[config.mk]
export PLATFORM = sky130hd
export DESIGN_NAME = cdb_arbiter_flat
export DESIGN_NICKNAME = d
export VERILOG_FILES = /design/src/rtl/cdb_arbiter_pkg.sv /design/src/rtl/cdb_arbiter_if.sv /design/src/rtl/cdb_result_fifo.sv /design/src/rtl/cdb_arbiter.sv /design/src/flat_wrapper.sv
export SDC_FILE = /design/constraint.sdc
export NUM_CORES = 1
export LEC_CHECK = 0
export ABC_AREA = 1
export CAP_MARGIN = 25
export CORE_MARGIN = 2
export CORE_UTILIZATION = 30
export CTS_BUF_LIST = sky130_fd_sc_hd__clkbuf_4 sky130_fd_sc_hd__clkbuf_8 sky130_fd_sc_hd__clkbuf_16
export CTS_CLUSTER_DIAMETER = 80
export DETAILED_ROUTE_END_ITERATION = 10
export DONT_BUFFER_PORTS = 1
export PLACE_DENSITY = 0.46
export SLEW_MARGIN = 20
export SYNTH_ARGS = -nofsm -noshare
export SYNTH_HDL_FRONTEND = slang
export SYNTH_SLANG_ARGS = --single-unit
[constraint.sdc]
create_clock -name clk -period 7.6 [get_ports clk]
set_input_delay 1.9 -clock clk [delete_from_list [all_inputs] [get_ports clk]]
set_output_delay 1.9 -clock clk [all_outputs]
set_load 0.005 [all_outputs]
[src/rtl/cdb_arbiter_pkg.sv]
// rtl/cdb_arbiter_pkg.sv - shared CDB bus type and widths
// Falls back to a 4-bit NUM_SRBITS only when no define.vh has provided one.
`ifndef NUM_SRBITS
`define NUM_SRBITS 4
`endif

package cdb_arbiter_pkg;

  localparam int TAG_W  = `NUM_SRBITS;
  localparam int DATA_W = 32;

  typedef struct packed {
    logic              valid;
    logic [TAG_W-1:0]  tag;
    logic [DATA_W-1:0] data;
  } cdb_bus_t;

endpackage

[src/rtl/cdb_arbiter_if.sv]
// rtl/cdb_arbiter_if.sv - FU result handshake and CDB broadcast signals
// master drives results/flush, slave is the arbiter.
interface cdb_arbiter_if
  import cdb_arbiter_pkg::*;
#(
  parameter int NUM_FU = 4
) ();

  logic [NUM_FU-1:0]        fu_valid_i;
  logic [NUM_FU*TAG_W-1:0]  fu_tag_i;
  logic [NUM_FU*DATA_W-1:0] fu_data_i;
  logic [NUM_FU-1:0]        fu_ready_o;
  logic                     flush_i;
  cdb_bus_t                 cdb_o;
  logic [NUM_FU-1:0]        grant_o;

  modport master (
    output fu_valid_i, fu_tag_i, fu_data_i, flush_i,
    input  fu_ready_o, cdb_o, grant_o
  );

  modport slave (
    input  fu_valid_i, fu_tag_i, fu_data_i, flush_i,
    output fu_ready_o, cdb_o, grant_o
  );

endinterface

[src/rtl/cdb_result_fifo.sv]
// rtl/cdb_result_fifo.sv - per-FU result queue of {tag, data}
// DEPTH must be a power of two so the pointers wrap naturally.
module cdb_result_fifo
  import cdb_arbiter_pkg::*;
#(
  parameter int DEPTH = 2
) (
  input  logic              clk,
  input  logic              rst,
  input  logic              flush,
  input  logic              push,
  input  logic [TAG_W-1:0]  push_tag,
  input  logic [DATA_W-1:0] push_data,
  input  logic              pop,
  output logic              ready,
  output logic              empty,
  output logic [TAG_W-1:0]  head_tag,
  output logic [DATA_W-1:0] head_data
);

  localparam int PTR_W = $clog2(DEPTH);
  localparam int CNT_W = $clog2(DEPTH + 1);

  logic [TAG_W-1:0]  tag_mem  [DEPTH];
  logic [DATA_W-1:0] data_mem [DEPTH];
  logic [PTR_W-1:0]  wr_ptr;
  logic [PTR_W-1:0]  rd_ptr;
  logic [CNT_W-1:0]  count;
  logic              do_push;
  logic              do_pop;

  assign ready     = (count < CNT_W'(DEPTH));
  assign empty     = (count == '0);
  assign do_push   = push && ready && !flush;
  assign do_pop    = pop && !empty && !flush;
  assign head_tag  = tag_mem[rd_ptr];
  assign head_data = data_mem[rd_ptr];

  always_ff @(posedge clk) begin
    if (do_push) begin
      tag_mem[wr_ptr]  <= push_tag;
      data_mem[wr_ptr] <= push_data;
    end
  end

  always_ff @(posedge clk or posedge rst) begin
    if (rst) begin
      wr_ptr <= '0;
      rd_ptr <= '0;
      count  <= '0;
    end else if (flush) begin
      wr_ptr <= '0;
      rd_ptr <= '0;
      count  <= '0;
    end else begin
      if (do_push) wr_ptr <= wr_ptr + PTR_W'(1);
      if (do_pop)  rd_ptr <= rd_ptr + PTR_W'(1);
      case ({do_push, do_pop})
        2'b10:   count <= count + CNT_W'(1);
        2'b01:   count <= count - CNT_W'(1);
        default: count <= count;
      endcase
    end
  end

endmodule

[src/rtl/cdb_arbiter.sv]
// rtl/cdb_arbiter.sv - common data bus arbiter over per-FU result queues
// CDB_ROUND_ROBIN_EN selects round-robin grant; default is fixed lowest-index priority.
module cdb_arbiter
  import cdb_arbiter_pkg::*;
#(
  parameter int NUM_FU = 4,
  parameter int DEPTH  = 2
) (
  input  logic         clk,
  input  logic         rst,
  cdb_arbiter_if.slave bus
);

  localparam int IDX_W = (NUM_FU > 1) ? $clog2(NUM_FU) : 1;

  logic [NUM_FU-1:0] ready;
  logic [NUM_FU-1:0] empty;
  logic [NUM_FU-1:0] push;
  logic [NUM_FU-1:0] grant;
  logic [TAG_W-1:0]  head_tag  [NUM_FU];
  logic [DATA_W-1:0] head_data [NUM_FU];
  logic              any_ready_q;
  logic              bcast;
  logic [IDX_W-1:0]  grant_idx;
  cdb_bus_t          cdb;

  for (genvar k = 0; k < NUM_FU; k++) begin : g_fu
    // Tag 0 completes the handshake but never enters the queue.
    assign push[k] = bus.fu_valid_i[k] && ready[k] && !bus.flush_i &&
                     (bus.fu_tag_i[k*TAG_W +: TAG_W] != '0);

    cdb_result_fifo #(
      .DEPTH(DEPTH)
    ) u_fifo (
      .clk      (clk),
      .rst      (rst),
      .flush    (bus.flush_i),
      .push     (push[k]),
      .push_tag (bus.fu_tag_i[k*TAG_W +: TAG_W]),
      .push_data(bus.fu_data_i[k*DATA_W +: DATA_W]),
      .pop      (grant[k]),
      .ready    (ready[k]),
      .empty    (empty[k]),
      .head_tag (head_tag[k]),
      .head_data(head_data[k])
    );
  end

`ifdef CDB_ROUND_ROBIN_EN
  logic [IDX_W-1:0] rr_ptr;

  // Pointer holds across flush cycles because bcast is masked then.
  always_ff @(posedge clk or posedge rst) begin
    if (rst) begin
      rr_ptr <= '0;
    end else if (bcast) begin
      rr_ptr <= (int'(grant_idx) == NUM_FU - 1) ? '0 : grant_idx + IDX_W'(1);
    end
  end
`endif

  always_comb begin
    int idx;
    any_ready_q = 1'b0;
    grant_idx   = '0;
    idx         = 0;
    for (int i = 0; i < NUM_FU; i++) begin
`ifdef CDB_ROUND_ROBIN_EN
      idx = (int'(rr_ptr) + i) % NUM_FU;
`else
      idx = i;
`endif
      if (!any_ready_q && !empty[idx]) begin
        any_ready_q = 1'b1;
        grant_idx   = IDX_W'(idx);
      end
    end
  end

  assign bcast = any_ready_q && !bus.flush_i;

  always_comb begin
    cdb   = '0;
    grant = '0;
    if (bcast) begin
      cdb.valid        = 1'b1;
      cdb.tag          = head_tag[grant_idx];
      cdb.data         = head_data[grant_idx];
      grant[grant_idx] = 1'b1;
    end
  end

  assign bus.cdb_o      = cdb;
  assign bus.grant_o    = grant;
  assign bus.fu_ready_o = ready;

endmodule

[src/flat_wrapper.sv]
// flat-port wrapper written by rule: the top's interface ports become plain ports
module cdb_arbiter_flat import cdb_arbiter_pkg::*;
#(
  parameter int NUM_FU = 4,
  parameter int DEPTH  = 2
)
  (clk, rst, bus_fu_valid_i, bus_fu_tag_i, bus_fu_data_i, bus_flush_i, bus_fu_ready_o, bus_cdb_o, bus_grant_o);
  cdb_arbiter_if #(.NUM_FU(NUM_FU)) bus_i ();
  input  logic clk;
  input  logic rst;
  input wire logic [$bits(bus_i.fu_valid_i)-1:0] bus_fu_valid_i;
  input wire logic [$bits(bus_i.fu_tag_i)-1:0] bus_fu_tag_i;
  input wire logic [$bits(bus_i.fu_data_i)-1:0] bus_fu_data_i;
  input wire logic [$bits(bus_i.flush_i)-1:0] bus_flush_i;
  output wire logic [$bits(bus_i.fu_ready_o)-1:0] bus_fu_ready_o;
  output wire logic [$bits(bus_i.cdb_o)-1:0] bus_cdb_o;
  output wire logic [$bits(bus_i.grant_o)-1:0] bus_grant_o;
  assign bus_i.fu_valid_i = bus_fu_valid_i;
  assign bus_i.fu_tag_i = bus_fu_tag_i;
  assign bus_i.fu_data_i = bus_fu_data_i;
  assign bus_i.flush_i = bus_flush_i;
  assign bus_fu_ready_o = bus_i.fu_ready_o;
  assign bus_cdb_o = bus_i.cdb_o;
  assign bus_grant_o = bus_i.grant_o;
  cdb_arbiter #(.NUM_FU(NUM_FU), .DEPTH(DEPTH)) u_core (.clk(clk), .rst(rst), .bus(bus_i));
endmodule
Word-level counts from Yosys, hierarchy flattened
Memory sizes are Yosys's and may differ from the RTL's.
Cells that the tools add are included.
{ "op_classes": {"add_sub_neg": 16, "n_eq_ne": 8, "reduce_logical": 60, "bitwise_logic": 1, "n_mux": 49, "n_lt_le_gt_ge": 7} }
{ "ops": {"columns": ["operator", "count"], "rows": [
  ["$bmux 32 s2", 1],
  ["$mux 32", 2],
  ["$mux 37", 1],
  ["$logic_and 1x1->1", 33],
  ["$mux 1", 30],
  ["$pmux 2 s2", 4],
  ["$reduce_bool 2->1", 8],
  ["$reduce_bool 4->1", 4],
  ["$mux 2", 6],
  ["$mux 4", 3],
  ["$reduce_bool 3->1", 4],
  ["$add 1x1->1 const B", 8],
  ["$add 2x1->2 const B", 4],
  ["$bmux 4 s2", 1],
  ["$eq 2x1->1 const B", 4],
  ["$eq 2x2->1 const B", 4],
  ["$logic_not 2->1", 4],
  ["$lt 2x2->1 const B", 4],
  ["$sub 2x1->2 const B", 4],
  ["$logic_not 1->1", 7],
  ["$ge 3x3->1 const B", 1],
  ["$lt 2x3->1 const B", 1],
  ["$not 2->3", 1],
  ["$demux 1 s2", 1],
  ["$ge 2x1->1 const B", 1]
]} }
{ "word_totals": {"ramBits": 288, "out_inout_bits": 45, "wordCells": 161, "reg_bits": 16, "mem_count": 8, "input_bits": 151} }
{ "mem_list": {"columns": ["name", "depth", "width", "rd", "rd_ports_with_merged_regs", "write_ports", "line", "source"], "rows": [
  ["u_core.g_fu[0].u_fifo.data_mem", 2, 32, 1, 0, 1, "cdb_result_fifo.sv:25", "logic [DATA_W-1:0] data_mem [DEPTH];"],
  ["u_core.g_fu[1].u_fifo.data_mem", 2, 32, 1, 0, 1, "cdb_result_fifo.sv:25", null],
  ["u_core.g_fu[2].u_fifo.data_mem", 2, 32, 1, 0, 1, "cdb_result_fifo.sv:25", null],
  ["u_core.g_fu[3].u_fifo.data_mem", 2, 32, 1, 0, 1, "cdb_result_fifo.sv:25", null],
  ["u_core.g_fu[0].u_fifo.tag_mem", 2, 4, 1, 0, 1, "cdb_result_fifo.sv:24", "logic [TAG_W-1:0] tag_mem [DEPTH];"],
  ["u_core.g_fu[1].u_fifo.tag_mem", 2, 4, 1, 0, 1, "cdb_result_fifo.sv:24", null],
  ["+2 memories", null, null, null, null, null, null, null]
]} }

Logic depth before layout (Yosys ltp)
Gate-level depths: netlist (run 1).
{ "logic_depth": {"depth_word": 20, "ltp_mapped": 10} }

Modules after synthesis
Synthesis (run 1) repeated with hierarchy kept, for this count alone.
{ "unflattened": {"cells_unflattened": 1223, "hier_area_um2": 12891.1} }
{ "by_module_without_submodules": {"columns": ["module", "cells_each", "instances", "area_each_um2"], "rows": [
  ["cdb_result_fifo", 230, 4, 2879.0],
  ["cdb_arbiter", 303, 1, 1375.1]
]} }

Worst setup path after synthesis (run 1)
Ideal clock, no wire load.
{ "synth_timing": {"kind": "in2out", "start": "input port bus_flush_i", "end": "output port bus_cdb_o[10]", "arrival_time_ns": 2.689, "t_required_ns": 5.700, "slack_ns": 3.011, "cell_stages": 7, "cell_sequence": "buf_2 > inv_1 > nand2_1 > inv_2 > buf_2 > nand2_1 > nor2_1"} }
{ "synth_via": {"elab_chain_cells": 3} }
{ "synth_rtl": {"columns": ["item", "line", "source"], "rows": [
  ["from (decl)", "flat_wrapper.sv:14", "input wire logic [$bits(bus_i.flush_i)-1:0] bus_flush_i;"],
  ["$logic_not 1->1", "cdb_arbiter.sv:80", "assign bcast = any_ready_q && !bus.flush_i;"],
  ["$logic_and 1x1->1", "cdb_arbiter.sv:80", null],
  ["$mux 37", "cdb_arbiter.sv:85", "if (bcast) begin"],
  ["to (decl)", "flat_wrapper.sv:16", "output wire logic [$bits(bus_i.cdb_o)-1:0] bus_cdb_o;"]
]} }
No other way between the ends.

Worst setup path after layout (run 1)
{ "layout_timing": {"start": "input port bus_flush_i", "end": "output port bus_cdb_o[21]"} }
Same word-level chain as after synthesis.

==> impl_metrics.ini, run 1 <==
[synthesis]
avgSynthCellArea_um2 = 11.6
synth_largest_area_cell = edfxtp_1
syn-cell-area_mm2 = 0.0130
netlist_top_cells_area = edfxtp_1, nand2_1, nor2_1, nand3_1, mux2_2
synth_top_area_share = 0.663
synth-seq-cells = 304
synth_flop_cell = edfxtp_1
yosysMostFrequentCell = nand2_1
async_flop_share = 0.0526
synthCells = 1122
synth_warnings = 0
netlist_top_cells_count = nand2_1, edfxtp_1, nor2_1
ys_seq_area_frac = 0.693
synth_edf_count = 288
ys_types = 29
syn_nets = 1273

[floorplan]
fp.dieH_um = 213
initial_utilization = 0.304
core_mm2 = 0.0430
io_pins = 196
rows = 76
fp.dieArea_mm2 = 0.0452
die_w_um = 213

[clock_tree]
cts_made_buffers = 38
clk_pin_slew_ns = 0.05
cts_resized = 0
cts_tree = done
hold_buffers = 0
h-tree-depth = 2
clock_path_buffers = 3
cts_root_buf = clkbuf_16
post_cts_buffers = 0
clock-sinks = 304
worstSkewPairLatency_ns = 0.54

[timing]
hold_viol = 0
fin_worst_skew_ns = 0.0141
whs_ns = 0.569
rsz0062_at_grt = no
period_share = 0.702
slew_violations = 0
slew_headroom = 0.432
max_freq_mhz = 187
min_period_ns = 5.34
fin_setup_tns_ns = 0
setup_viol = 0
worst-slew-pin-transition_ns = 0.850

[setup_path]
crit_arrival_ns = 3.44
setup.worst_path.end_class = primary output
cp_common_cell = nand2_1
cp_max_fo = 37
reg2reg_depth = 6
rr_startpoint = u_core.g_fu[1].u_fifo.count[1]$_DFFE_PP0P_
critPathSlowestCell = inv_2
startpoint_type = input port
crit_start = bus_flush_i
worstPathCellList = inv_1 -> nand2_1 -> inv_2 -> nand2_1 -> nor2_1
worstPathRequired_ns = 5.70
crit_type = in2out
slowest_delay_ns = 0.57
rrSetupSlack_ns = 5.39
r2r-end = u_core.g_fu[1].u_fifo.data_mem[1][14]$_DFFE_PP_

[hold_path]
hold_end = u_core.g_fu[0].u_fifo.count[1]$_DFFE_PP0P_
worstHoldStart = u_core.g_fu[0].u_fifo.count[0]$_DFFE_PP0P_
hp-class = reg2reg
hold_depth = 2

[drt]
drc = 0
drt_pre_antenna_iters = 7
drt_iter0_drc = 448
antenna_left = 0
vias_per_cell = 4.57
num_vias = 7897
routed_wl_um = 37200
wl_per_cell_um = 21.5

[grt]
grt_use_met2 = 0.279
gr-usage-all-layers = 0.167
antenna_found_initial = 0
use_met3 = 0.0501
grt_first_pass_wirelength_um = 53400
overflow = 0
grt_busiest_layer = met2
globalRouteMet1Util = 0.201
grt_start_max_net_pins = 55
first_global_vias = 7888

[placed_design]
gp_congestion = 0.755
place_hpwl_um = 24100
io_buffers = 0

[pwr]
powerDensity_mw_per_mm2 = 371
p_leak_nw = 5.40
irDropWorstVdd_v = 0.000195

[run]
cap_violations = 0

[cells_and_area]
final_nets = 1266
antenna_cells = 0
layout-drive-gt1-share = 0.121
syn_to_final_growth_pct = 13.4

[status]
status = finished, final reports clean
[power breakdown]
part           internal (mW)  switching (mW)
combinational          0.448            1.24
sequential              1.97          0.0624
clock                   1.07           0.698
[registers in the layout (all words and copies together), names as in the netlist]
signal,flops
u_core.g_fu.u_fifo.data_mem,256
u_core.g_fu.u_fifo.tag_mem,32
u_core.g_fu.u_fifo.count,8
u_core.g_fu.u_fifo.rd_ptr,4
u_core.g_fu.u_fifo.wr_ptr,4
[per-stage QoR]
| stage | cells | power, mW | worst slack (ns) | utilization | area (um^2) |
|---|---|---|---|---|---|
| global placement | 1660 | 3.84 | 2.34 | 0.315 | 13600 |
| detailed placement | 1660 | 3.83 | 2.24 | 0.315 | 13600 |
| finish | 1729 | 5.49 | 2.26 | 0.344 | 14800 |
| global route | 1729 | 5.81 | 2.05 | 0.344 | 14800 |
| floorplan | 1122 | 3.27 | 3.01 | - | 13000 |
| CTS | 1729 | 5.63 | 2.24 | 0.344 | 14800 |
[worst max-delay path: cells and delay by family]
| family | cells | cell delay (ns) |
|---|---|---|
| buf+inv | 2 | 1.02 |
| simple gates | 3 | 0.46 |
[metal layers]
layer	share of wire	wire length [um]
met5	0	0
met2	0.48	17800
met3	0.073	2720
met1	0.42	15500
met4	0.030	1120
[layout by cell type (no fill, tap or decap)]
| master | synthesis | layout |
|---|---|---|
| nand2_1 | 300 | 300 |
| edfxtp_1 | 288 | 288 |
| nor2_1 | 231 | 223 |
| nand3_1 | 85 | 85 |
| clkbuf_16 | 0 | 41 |
| mux2_2 | 36 | 36 |
| mux2i_1 | 27 | 27 |
| inv_1 | 22 | 22 |
| buf_4 | 15 | 15 |
| dfrtp_1 | 16 | 15 |
| nor2_4 | 6 | 14 |
| a21oi_1 | 14 | 14 |
| clkinv_1 | 2 | 11 |
| o21ai_0 | 10 | 10 |
| clkinv_2 | 0 | 7 |
| clkbuf_4 | 0 | 7 |
| nand4_1 | 6 | 6 |
| nor2_8 | 4 | 4 |
| o21ai_1 | 2 | 2 |
| inv_2 | 2 | 2 |
| inv_4 | 2 | 2 |
| clkinv_4 | 0 | 2 |
| bufinv_16 | 0 | 2 |
| nand2_2 | 1 | 1 |
| nand4_4 | 1 | 1 |
| a31oi_1 | 1 | 1 |
| nand3_4 | 1 | 1 |
| nand2_8 | 1 | 1 |
| nor3_1 | 1 | 1 |
| xor2_1 | 1 | 1 |
| inv_8 | 0 | 1 |
| dfrtp_2 | 0 | 1 |
[worst max-delay path by stage]
stage / slack [ns] / endpoint
floorplan: 3.01 / bus_cdb_o[10]
global placement: 2.34 / bus_cdb_o[19]
detailed placement: 2.24 / bus_cdb_o[21]
CTS: 2.24 / bus_cdb_o[21]
global route: 2.05 / bus_cdb_o[11]
finish: 2.26 / bus_cdb_o[21]
[cell type report]
type,count,area (um^2)
clock inverters,21,158
inverters,28,110
flip-flops and latches,304,9050
well taps,585,732
fillers,4318,28200
clock buffers,48,1080
repair buffers,15,113
multi-input cells,728,3550
[cell families (layout without fill, tap and decap cells)]
| logic type | count (synthesis) | after routing | share of synthesized area |
|---|---|---|---|
| compound gates | 27 | 27 | 0.0105 |
| xor+xnor | 1 | 1 | 0.000671 |
| buf+inv | 90 | 112 | 0.0387 |
| flops | 304 | 304 | 0.693 |
| mux | 63 | 63 | 0.0518 |
| simple gates | 637 | 637 | 0.205 |
(Power assumes the default switching activity.)
==> inputs of run 2 (changes only) <==
- PLACE_DENSITY: 0.46 -> 0.47
- clock period: 7.6 -> 4.7 ns (I/O delays scaled with it)
==> run 2 against run 1 <==
  * Clock-buffer cell count shrank 4
  * Worst hold slack improved by 0.0045 ns
  * Clock power up 60%
  * Sequential share of layout area decreased by 0.24 points
  * Sequential power grew 61%
  * Clock skew grew 0.0043 ns
  * Largest power group unchanged
==> impl_metrics.ini, run 2 (synthesis gave the netlist of run 1 again) <==
[pwr]
p_int_mw = 5.69
pwr-share-seq = 0.371
clock_power_share = 0.323
irDropWorstVdd_v = 0.000320
p_switching_mw = 3.11
comb_power_share = 0.306
swShare = 0.354
power_mw = 8.79
p_leak_nw = 5.41
powerDensity_mw_per_mm2 = 592

[status]
status = finished, final reports clean

[clock_tree]
post_cts_buffers = 0
clock-sinks = 304
cts_root_buf = clkbuf_16
clk_pin_slew_ns = 0.06
worstSkewPairLatency_ns = 0.55
clock_path_buffers = 3
hold_buffers = 0
cts_tree = done
cts_made_buffers = 37
h-tree-depth = 2
cts_resized = 0

[timing]
fin_setup_tns_ns = 0
setup_viol = 0
fin_worst_skew_ns = 0.0184
min_period_ns = 3.95
hold_viol = 0
slew_headroom = 0.411
period_share = 0.840
max_freq_mhz = 253
worst-slew-pin-transition_ns = 0.881
slew_violations = 0
whs_ns = 0.574
rsz0062_at_grt = no

[drt]
num_vias = 7892
antenna_left = 0
vias_per_cell = 4.56
drt_pre_antenna_iters = 5
wl_per_cell_um = 21.6
drc = 0
drt_iter0_drc = 445
routed_wl_um = 37300

[setup_path]
crit_type = reg2out
worstPathRequired_ns = 3.52
rr_startpoint = u_core.g_fu[1].u_fifo.count[1]$_DFFE_PP0P_
cp_max_fo = 54
rrSetupSlack_ns = 2.23
setup.worst_path.end_class = primary output
r2r-end = u_core.g_fu[1].u_fifo.data_mem[0][15]$_DFFE_PP_
crit_arrival_ns = 2.77
reg2reg_depth = 6
startpoint_type = flop

[placed_design]
gp_congestion = 0.772
place_hpwl_um = 25600
io_buffers = 0

[floorplan]
rows = 76
fp.dieH_um = 213
io_pins = 196
die_w_um = 213
fp.dieArea_mm2 = 0.0452
initial_utilization = 0.304
core_mm2 = 0.0430

[hold_path]
hp-class = reg2reg
hold_end = u_core.g_fu[0].u_fifo.count[1]$_DFFE_PP0P_
hold_depth = 2
worstHoldStart = u_core.g_fu[0].u_fifo.count[0]$_DFFE_PP0P_

[run]
cap_violations = 0

[cells_and_area]
mostFrequentLayoutCells = nand2_1, edfxtp_1, nor2_1
regArea_mm2 = 0.00905
layout-drive-gt1-share = 0.120
fill_cells = 4293
syn_to_final_growth_pct = 13.8
final_nets = 1269
reg_top3 = u_core.g_fu.u_fifo.data_mem (256), u_core.g_fu.u_fifo.tag_mem (32), u_core.g_fu.u_fifo.count (8)
largest_register = u_core.g_fu.u_fifo.data_mem
multi_input_area_mm2 = 0.00355
largest_reg_flops = 256
final_common_cell = nand2_1

[grt]
antenna_found_initial = 3
gr-usage-all-layers = 0.167
first_global_vias = 7792
grt_first_pass_wirelength_um = 53400
overflow = 0
grt_start_max_net_pins = 55
-- run 2: cell types whose count changed in the layout (fill, tap and decap cells not counted), moves of 2 or more --
cell / change
inv_6: +2
diode_2: +2
clkinv_2: -3
buf_12: +2
bufinv_16: +2
clkbuf_4: -2
clkbuf_16: -2
-- run 2: metrics by stage --
step | std cells | instance area [um^2] | utilization | worst slack [ns]
2_1_floorplan | 1122 | 13000 | - | 0.927
3_3_place_gp | 1663 | 13600 | 0.317 | 1.24
3_5_place_dp | 1663 | 13600 | 0.317 | 1.23
4_1_cts | 1727 | 14800 | 0.345 | 0.612
5_1_grt | 1728 | 14800 | 0.345 | 0.559
6_report | 1730 | 14900 | 0.346 | 0.752
-- run 2: cell type report --
class | instances | area share
clock buffer | 44 | 0.0682
inverter | 28 | 0.00741
antenna | 2 | 0.000337
clock inverter | 20 | 0.0135
tap | 585 | 0.0493
multi-input combinational | 728 | 0.239
timing repair buffer | 19 | 0.0126
sequential | 304 | 0.609
-- run 2: critical path, cell delays in order, from the launching register on --
cell	delay [ns]
dfrtp_1	0.46
nor2_8	0.24
nand4_4	0.42
nand2_8	0.49
nand2_1	0.11
nand3_1	0.17
nand2_1	0.08
nor2_1	0.23
-- run 2: how the worst max path moves through the flow --
stage                                                     from                                              to  slack [ns]  depth (start not counted)
global placement      u_core.g_fu[0].u_fifo.rd_ptr$_DFFE_PP0P_                                    bus_cdb_o[2]        1.24                          8
CTS                   u_core.g_fu[0].u_fifo.rd_ptr$_DFFE_PP0P_                                    bus_cdb_o[2]        0.61                          8
detailed placement    u_core.g_fu[0].u_fifo.rd_ptr$_DFFE_PP0P_                                    bus_cdb_o[2]        1.23                          8
global route        u_core.g_fu[1].u_fifo.count[0]$_DFFE_PP0P_                                   bus_cdb_o[32]        0.56                          7
finish              u_core.g_fu[1].u_fifo.count[0]$_DFFE_PP0P_                                   bus_cdb_o[11]        0.75                          7
floorplan                                          bus_flush_i  u_core.g_fu[0].u_fifo.data_mem[0][0]$_DFFE_PP_        0.93                          5
-- run 2: layer usage --
| layer | up-vias | GRT usage | part of all wire |
|---|---|---|---|
| li1 | 3805 | - | - |
| met1 | 3820 | 0.194 | 0.40 |
| met2 | 209 | 0.283 | 0.49 |
| met3 | 56 | 0.0637 | 0.091 |
| met4 | 2 | 0.0552 | 0.024 |
| met5 | - | 0 | 0.00046 |
-- run 2: power groups by stage --
stage	Combinational, mW	Sequential, mW	Clock, mW
final	2.69	3.26	2.84
after floorplan	1.98	3.31	0
after global placement	2.80	3.31	0
after detailed placement	2.79	3.31	0
after global routing	3.00	3.28	3.03
after CTS	2.80	3.26	2.93
